## src/rtl/p4_router_ingress_dwrr_sched_if.sv

```systemverilog
`default_nettype none
// +----------------------------------------------------------------------------+
// | Module   : p4_router_ingress_dwrr_sched_if                                 |
// | Brief    : Port-status / grant bundle between the ingress buffer, the      |
// |            DWRR scheduler and the buffer read sequencer.                   |
// | Revision : 1.0 - initial release                                           |
// +----------------------------------------------------------------------------+
interface p4_router_ingress_dwrr_sched_if #(
   parameter int NUM_PORTS      = 4,
   parameter int BYTE_LEN_WIDTH = 11,
   parameter int QUANTUM_WIDTH  = 12
);
   localparam int PORT_WIDTH = (NUM_PORTS > 1) ? $clog2(NUM_PORTS) : 1;

   logic [NUM_PORTS-1:0]                pkt_avail;
   logic [NUM_PORTS*BYTE_LEN_WIDTH-1:0] head_byte_length;
   logic [NUM_PORTS*QUANTUM_WIDTH-1:0]  quantum;
   logic                                grant_valid;
   logic [PORT_WIDTH-1:0]               grant_port;
   logic [BYTE_LEN_WIDTH-1:0]           grant_byte_length;
   logic                                grant_ready;
   logic                                pkt_done;
   logic                                sched_busy;

   // Scheduler side: consumes port status, offers grants.
   modport master (
      input  pkt_avail, head_byte_length, quantum, grant_ready, pkt_done,
      output grant_valid, grant_port, grant_byte_length, sched_busy
   );

   // Buffer / sequencer side.
   modport slave (
      output pkt_avail, head_byte_length, quantum, grant_ready, pkt_done,
      input  grant_valid, grant_port, grant_byte_length, sched_busy
   );
endinterface
`default_nettype wire

```

## src/rtl/p4_router_ingress_dwrr_sched.sv

```systemverilog
`default_nettype none
// +----------------------------------------------------------------------------+
// | Module   : p4_router_ingress_dwrr_sched                                    |
// | Brief    : Deficit-weighted round-robin packet scheduler for the ingress   |
// |            buffer read side. Grants one port's head packet at a time.      |
// | Revision : 1.0 - initial release                                           |
// +----------------------------------------------------------------------------+
module p4_router_ingress_dwrr_sched #(
   parameter int NUM_PORTS      = 4,
   parameter int BYTE_LEN_WIDTH = 11,
   parameter int QUANTUM_WIDTH  = 12,
   parameter int DEFICIT_WIDTH  = 14
) (
   input  wire logic                      clk,
   input  wire logic                      sreset,
   p4_router_ingress_dwrr_sched_if.master bus
);
   localparam int                       PORT_WIDTH  = (NUM_PORTS > 1) ? $clog2(NUM_PORTS) : 1;
   localparam logic [PORT_WIDTH-1:0]    LAST_PORT   = PORT_WIDTH'(NUM_PORTS - 1);
   localparam logic [DEFICIT_WIDTH-1:0] DEFICIT_MAX = '1;

   typedef enum logic [1:0] {
      SCAN  = 2'd0,
      GRANT = 2'd1,
      BUSY  = 2'd2
   } state_t;

   state_t                    state;
   logic [PORT_WIDTH-1:0]     cur_port;
   logic                      credited;
   logic [DEFICIT_WIDTH-1:0]  deficit [NUM_PORTS];

   logic [BYTE_LEN_WIDTH-1:0] len_slice     [NUM_PORTS];
   logic [QUANTUM_WIDTH-1:0]  quantum_slice [NUM_PORTS];

   // Unpack the flat per-port buses into arrays indexed by port.
   generate
      for (genvar p = 0; p < NUM_PORTS; p++) begin : g_slice
         assign len_slice[p]     = bus.head_byte_length[p*BYTE_LEN_WIDTH +: BYTE_LEN_WIDTH];
         assign quantum_slice[p] = bus.quantum[p*QUANTUM_WIDTH +: QUANTUM_WIDTH];
      end
   endgenerate

   logic                      cur_avail;
   logic [BYTE_LEN_WIDTH-1:0] cur_len;
   logic [QUANTUM_WIDTH-1:0]  cur_quantum;
   logic [DEFICIT_WIDTH-1:0]  cur_deficit;
   logic [DEFICIT_WIDTH:0]    credit_sum;
   logic [DEFICIT_WIDTH-1:0]  credit_sat;
   logic                      deficit_ok;
   logic [PORT_WIDTH-1:0]     next_port;

   assign cur_avail   = bus.pkt_avail[cur_port];
   assign cur_len     = len_slice[cur_port];
   assign cur_quantum = quantum_slice[cur_port];
   assign cur_deficit = deficit[cur_port];

   // Quantum credit saturates rather than wrapping so a long-starved port never loses credit.
   assign credit_sum  = {1'b0, cur_deficit} + (DEFICIT_WIDTH+1)'(cur_quantum);
   assign credit_sat  = credit_sum[DEFICIT_WIDTH] ? DEFICIT_MAX : credit_sum[DEFICIT_WIDTH-1:0];
   assign deficit_ok  = cur_deficit >= DEFICIT_WIDTH'(cur_len);
   assign next_port   = (cur_port == LAST_PORT) ? '0 : cur_port + 1'b1;

   // Scheduler FSM: scan/credit ports, offer grant, wait for packet completion.
   always_ff @(posedge clk) begin
      if (sreset) begin
         state                 <= SCAN;
         cur_port              <= '0;
         credited              <= 1'b0;
         for (int p = 0; p < NUM_PORTS; p++) begin
            deficit[p] <= '0;
         end
         bus.grant_valid       <= 1'b0;
         bus.grant_port        <= '0;
         bus.grant_byte_length <= '0;
         bus.sched_busy        <= 1'b0;
      end else begin
         case (state)
            SCAN: begin
               if (!cur_avail || (cur_quantum == '0)) begin
                  // Idle or disabled ports carry no credit forward.
                  deficit[cur_port] <= '0;
                  credited          <= 1'b0;
                  cur_port          <= next_port;
               end else if (!credited) begin
                  deficit[cur_port] <= credit_sat;
                  credited          <= 1'b1;
               end else if (deficit_ok) begin
                  bus.grant_port        <= cur_port;
                  bus.grant_byte_length <= cur_len;
                  bus.grant_valid       <= 1'b1;
                  bus.sched_busy        <= 1'b1;
                  state                 <= GRANT;
               end else begin
                  credited <= 1'b0;
                  cur_port <= next_port;
               end
            end
            GRANT: begin
               // Deficit was checked against this very length, so no underflow.
               if (bus.grant_ready) begin
                  deficit[cur_port] <= cur_deficit - DEFICIT_WIDTH'(bus.grant_byte_length);
                  bus.grant_valid   <= 1'b0;
                  state             <= BUSY;
               end
            end
            BUSY: begin
               // Return to the same port already credited: it may send more this turn.
               if (bus.pkt_done) begin
                  credited       <= 1'b1;
                  bus.sched_busy <= 1'b0;
                  state          <= SCAN;
               end
            end
            default: begin
               state <= SCAN;
            end
         endcase
      end
   end
endmodule
`default_nettype wire

```

## src/flat_wrapper.sv

```systemverilog
// flat-port wrapper written by rule: the top's interface ports become plain ports
module p4_router_ingress_dwrr_sched_flat 
#(
   parameter int NUM_PORTS      = 4,
   parameter int BYTE_LEN_WIDTH = 11,
   parameter int QUANTUM_WIDTH  = 12,
   parameter int DEFICIT_WIDTH  = 14
)
  (clk, sreset, bus_pkt_avail, bus_head_byte_length, bus_quantum, bus_grant_ready, bus_pkt_done, bus_grant_valid, bus_grant_port, bus_grant_byte_length, bus_sched_busy);
  p4_router_ingress_dwrr_sched_if #(.NUM_PORTS(NUM_PORTS), .BYTE_LEN_WIDTH(BYTE_LEN_WIDTH), .QUANTUM_WIDTH(QUANTUM_WIDTH)) bus_i ();
  input  wire logic clk;
  input  wire logic sreset;
  input wire logic [$bits(bus_i.pkt_avail)-1:0] bus_pkt_avail;
  input wire logic [$bits(bus_i.head_byte_length)-1:0] bus_head_byte_length;
  input wire logic [$bits(bus_i.quantum)-1:0] bus_quantum;
  input wire logic [$bits(bus_i.grant_ready)-1:0] bus_grant_ready;
  input wire logic [$bits(bus_i.pkt_done)-1:0] bus_pkt_done;
  output wire logic [$bits(bus_i.grant_valid)-1:0] bus_grant_valid;
  output wire logic [$bits(bus_i.grant_port)-1:0] bus_grant_port;
  output wire logic [$bits(bus_i.grant_byte_length)-1:0] bus_grant_byte_length;
  output wire logic [$bits(bus_i.sched_busy)-1:0] bus_sched_busy;
  assign bus_i.pkt_avail = bus_pkt_avail;
  assign bus_i.head_byte_length = bus_head_byte_length;
  assign bus_i.quantum = bus_quantum;
  assign bus_i.grant_ready = bus_grant_ready;
  assign bus_i.pkt_done = bus_pkt_done;
  assign bus_grant_valid = bus_i.grant_valid;
  assign bus_grant_port = bus_i.grant_port;
  assign bus_grant_byte_length = bus_i.grant_byte_length;
  assign bus_sched_busy = bus_i.sched_busy;
  p4_router_ingress_dwrr_sched #(.NUM_PORTS(NUM_PORTS), .BYTE_LEN_WIDTH(BYTE_LEN_WIDTH), .QUANTUM_WIDTH(QUANTUM_WIDTH), .DEFICIT_WIDTH(DEFICIT_WIDTH)) u_core (.clk(clk), .sreset(sreset), .bus(bus_i));
endmodule
```

## config.mk

```make
export PLATFORM = sky130hd
export DESIGN_NAME = p4_router_ingress_dwrr_sched_flat
export DESIGN_NICKNAME = d
export VERILOG_FILES = /design/src/rtl/p4_router_ingress_dwrr_sched_if.sv /design/src/rtl/p4_router_ingress_dwrr_sched.sv /design/src/flat_wrapper.sv
export SDC_FILE = /design/constraint.sdc
export NUM_CORES = 1
export LEC_CHECK = 0
export ABC_AREA = 1
export CELL_PAD_IN_SITES_DETAIL_PLACEMENT = 2
export CELL_PAD_IN_SITES_GLOBAL_PLACEMENT = 2
export CORE_UTILIZATION = 32
export DETAILED_ROUTE_END_ITERATION = 8
export GPL_TIMING_DRIVEN = 0
export PLACE_DENSITY = 0.88
export SLEW_MARGIN = 0
export SYNTH_ARGS = -nofsm -noshare
export SYNTH_HDL_FRONTEND = slang
export SYNTH_SLANG_ARGS = --single-unit
```

## constraint.sdc

```tcl
create_clock -name clk -period 7.1 [get_ports clk]
set_input_delay 1.775 -clock clk [delete_from_list [all_inputs] [get_ports clk]]
set_output_delay 1.775 -clock clk [all_outputs]
set_load 0.02 [all_outputs]
```

## Word-level counts from Yosys, hierarchy flattened

Memory sizes are Yosys's and may differ from the RTL's. A register that Yosys moved wholly into a read port is not among the register bits.
Index checks and enable logic that the tools add are counted.

| cells by class | value |
|---|---|
| add/sub/neg operators | 3 |
| $lt $le $gt $ge | 3 |
| reductions and logical operators | 14 |
| equal/unequal tests | 9 |
| bitwise gates (word level) | 4 |
| mux-type cells | 53 |

Operators by type and width:

| kind | number |
|---|---|
| 14-bit 2-to-1 mux | 4 |
| 1-bit 2-to-1 mux | 26 |
| 12-bit binary-select mux with 2-bit select | 1 |
| 12-bit 2-to-1 mux | 2 |
| 2-bit 2-to-1 mux | 12 |
| 11-bit binary-select mux with 2-bit select | 1 |
| 11-bit 2-to-1 mux | 2 |
| 14-bit by 12-bit adder with 15-bit output | 1 |
| 5-bit AND reduction | 3 |
| 14-bit by 11-bit greater-or-equal comparator with 1-bit output | 1 |
| 14-bit OR reduction | 1 |
| 14-bit by 11-bit subtractor with 14-bit output | 1 |
| 12-bit zero test | 1 |
| 2-bit inequality test, second input constant | 4 |
| 1-bit one-hot mux with 2 select lines | 3 |
| 2-bit one-hot mux with 3 select lines | 1 |
| 2-bit nonzero test | 3 |
| 2-bit equality test, second input constant | 2 |
| 2-bit by 1-bit inequality test with 1-bit output, second input constant | 2 |
| 4-bit AND reduction | 1 |
| 3-bit greater-or-equal comparator, second input constant | 1 |
| 2-bit by 3-bit less-than comparator with 1-bit output, second input constant | 1 |
| 2-bit NOT with 3-bit output | 1 |
| 3-bit AND reduction | 1 |
| 9 further kinds | 10 |

| word-level totals | value |
|---|---|
| memories kept | 1 |
| output and inout bits | 15 |
| input bits | 100 |
| word-level logic and storage cells | 94 |
| memory bits (writable) | 56 |
| register bits after elaboration | 20 |

Memory list:

| name | depth | bits a word | rd ports | clocked after memory_dff | wr ports | line | source |
|---|---|---|---|---|---|---|---|
| u_core.deficit | 4 | 14 | 1 | 1 | 4 | p4_router_ingress_dwrr_sched.sv:31 | `logic [DEFICIT_WIDTH-1:0] deficit [NUM_PORTS];` |

## Logic depth before layout (Yosys ltp)

| logic depth | value |
|---|---|
| word-level depth | 14 |
| mapped depth | 20 |
| depth with buffers taken out | 17 |

## Least setup slack after synthesis

Ideal clock, no wire load.

| path | value |
|---|---|
| path kind | input-to-reg |
| start | input port bus_quantum[12] |
| end | memory u_core.deficit[0][2] (data pin) |
| data required time | 6.845 ns |
| buffers on the path | 0 |
| stages | 15 |
| slack | 3.147 ns |
| setup time | 0.255 ns |
| data arrival time | 3.697 ns |
| path through | nand2_1 -> nand3_1 -> nand2_1 -> inv_1 -> ha_1 -> fa_1 -> nand3_1 -> nand2_1 -> nand3_1 -> nand3_1 -> nand2_1 -> nand2_1 -> or2_2 -> nand2_1 -> nor2_1 |

RTL lines:

| item | line | source |
|---|---|---|
| start: declaration | flat_wrapper.sv:15 | `input wire logic [$bits(bus_i.quantum)-1:0] bus_quantum;` |
| end: declaration | p4_router_ingress_dwrr_sched.sv:31 |  |

==> metrics.csv <==
metric,value,unit
Longest Clk Path Bufs,2,
first-pass GRT wire length,42.1,mm
FP Rows,49,
root buffer cell,clkbuf_16,
Seq cells post-synth,78,
Post-synth EDFFs,56,
worst hold-check path type,reg2reg,
Setup crit start kind,primary input,
RSZ-0062 raised after global routing,no,
Initial Util,33.0,%
wl on met1,10.7,mm
max-slew violation count,0,
total grt overflow,0,
Port Buffers,113,
Synth Net Count,976,
chip width,139,um
crit path max fanout,6,
top sig layer,met4,
Routed Wire Length,27.2,mm
sum of negative setup slack,0,ns
Worst-path clk slew,0.08,ns
htree depth,3,
DRC viols,0,
1st-iter DRT viols,338,
maxcap violations,0,
final setup violating endpoints,0,
Yosys cell types,42,
asr flop ratio synth,0,%
CTS sink cnt,78,
routed len/inst,22.7,um
Fin. Hold Viols,0,
initial antenna violation count,0,
I/O pins,115,
via count,6526,
CP Capture Type,flip-flop,
largest net degree at the start of global routing,17,
CP arrival,4.92,ns
Worst Hold Slack,0.458,ns
Die ar.,0.0193,mm2
Final min period,4.84,ns
outcome,"finished, final reports clean",
syn avg cell area,7.14,um2
GPL Wtd Cong,0.890,
fraction of layout instances using a drive strength above 1,6.51,%
Post-Syn Instances,839,
number of global-route vias before repair,7339,
Final HPWL DP,19.8,mm
register area share after synthesis,35.4,%
# diodes,0,
met3 WL,1.15,mm
postcts setup bufs,0,
crit share post-route,68.2,%
drt pass-1 iters,5,
relative slew slack,27.4,%
Core Area,0.0181,mm2
CP Data Required Time,7.18,ns
origin of the worst setup path,bus_quantum[24],
Slew @ Worst Pin,1.09,ns
YS warnings,0,
Nets,1100,
post-CTS sizing,0,
all-layer global routing usage,29.0,%
CTS tree,done,
via-per-instance ratio,5.45,
Skew-Pair Late Insertion Delay,0.37,ns
Routed Antenna Nets,0,
Fill cells,2139,
met2 wire len,14.2,mm
fmax,206,MHz
hold_buf cts,0,
CTS Buf Count,9,
Area growth syn-to-layout,28.5,%
"Cell Area, Synth",0.00599,mm2
Hold Startpoint,u_core.bus.grant_valid$_SDFFE_PP0P_,
chip height,139,um
worst clock skew,0.0131,ns
Synth Flop Type,edfxtp_1,
kind of critical path,in2reg,
worst max-delay path, cell delays in order:
cell and delay, ns:
clkdlybuf4s50_1 0.41, nand2_1 0.07, nand3_1 0.06, nand2_1 0.12, inv_1 0.06, ha_1 0.26
fa_1 0.51, nand3_1 0.14, nand2_1 0.14, nand3_1 0.13, nand3_1 0.12, nand2_1 0.15
nand2_1 0.21, o221ai_1 0.57, inv_1 0.18
stage by stage:
| stage | setup slack [ns] | cells | instance area [um2] | utilization, % |
|---|---|---|---|---|
| 3_5_place_dp | 2.14 | 1181 | 7410 | 40.8 |
| 3_3_place_gp | 2.27 | 1181 | 7410 | 40.8 |
| 6_report | 2.26 | 1197 | 7700 | 42.4 |
| 4_1_cts | 2.38 | 1197 | 7700 | 42.4 |
| 5_1_grt | 2.17 | 1197 | 7700 | 42.4 |
| 2_1_floorplan | 3.15 | 839 | 5990 | - |
cells in the final DEF (no fill, tap or decap), types with 4 or more instances in the layout:
| cell | synthesis | final |
|---|---|---|
| nand2_1 | 232 | 232 |
| nor2_1 | 122 | 122 |
| clkdlybuf4s50_1 | 0 | 113 |
| inv_1 | 89 | 89 |
| nand3_1 | 68 | 68 |
| edfxtp_1 | 56 | 56 |
| a21oi_1 | 44 | 44 |
| o21ai_0 | 40 | 40 |
| ha_1 | 35 | 35 |
| dfxtp_1 | 22 | 22 |
| clkbuf_1 | 14 | 14 |
| nand4_1 | 13 | 13 |
| o22ai_1 | 11 | 11 |
| a32oi_1 | 11 | 11 |
| buf_6 | 10 | 10 |
| xor2_1 | 10 | 10 |
| clkbuf_16 | 0 | 9 |
| buf_4 | 7 | 7 |
| nor3_1 | 5 | 5 |
| nand3_2 | 5 | 5 |
| inv_6 | 1 | 4 |
| inv_2 | 4 | 4 |
| or2_2 | 4 | 4 |
| o211ai_1 | 4 | 4 |
cells by family (layout without fill, tap and decap cells):
logic type | count (synthesis) | count (layout) | synth area share [%]
compound gates | 122 | 122 | 11.9
flops | 78 | 78 | 35.4
buf+inv | 130 | 259 | 10.0
fa+ha+maj | 37 | 37 | 7.98
xor+xnor | 12 | 12 | 1.76
simple gates | 460 | 460 | 33.0
layer usage:
metal	vias up	track usage [%]
li1	3017	-
met1	3213	32.4
met2	218	54.3
met3	78	4.21
met4	0	13.2
met5	-	0
synth_stat cells, types with 11 or more instances:
cell,n,share of area (%)
nor2_1,122,7.6
clkbuf_1,14,0.88
o22ai_1,11,1.1
o21ai_0,40,3.3
inv_1,89,5.6
ha_1,35,7.3
a21oi_1,44,3.7
a32oi_1,11,1.6
nand4_1,13,1.4
nand3_1,68,5.7
edfxtp_1,56,28
dfxtp_1,22,7.4
nand2_1,232,15
final cells by class:
cell class                 instances  area [um2]  share of cell area (%)
tap                              229         287                    3.72
sequential                        78        2120                    27.6
timing repair buffer             113        1130                    14.7
clock inverter                     7        66.3                   0.862
inverter                          97         372                    4.83
multi-input combinational        631        3270                    42.4
buffer                            33         228                    2.96
clock buffer                       9         225                    2.93
flip-flops by register name, indices dropped and copies added (netlist names), named ones only:
| signal | cells |
|---|---|
| u_core.bus.sched_busy | 1 |
| u_core.credited | 1 |
| u_core.bus.grant_byte_length | 11 |
| u_core.bus.grant_port | 2 |
| u_core.deficit | 56 |
| u_core.cur_port | 2 |
| u_core.state | 2 |
| u_core.bus.grant_valid | 1 |
final timing paths:
path                                         endpoint  slack [ns]  cells after the start
setup / recovery       u_core.deficit[3][1]$_DFFE_PP_        2.26                     15
hold / removal    u_core.bus.grant_valid$_SDFFE_PP0P_        0.46                      2
setup reg to reg       u_core.deficit[3][1]$_DFFE_PP_        2.62                     13
hold reg to reg   u_core.bus.grant_valid$_SDFFE_PP0P_        0.46                      2
Power is not shown: default switching activity piles up to over one toggle a cycle in this logic, so the estimate is an artifact.
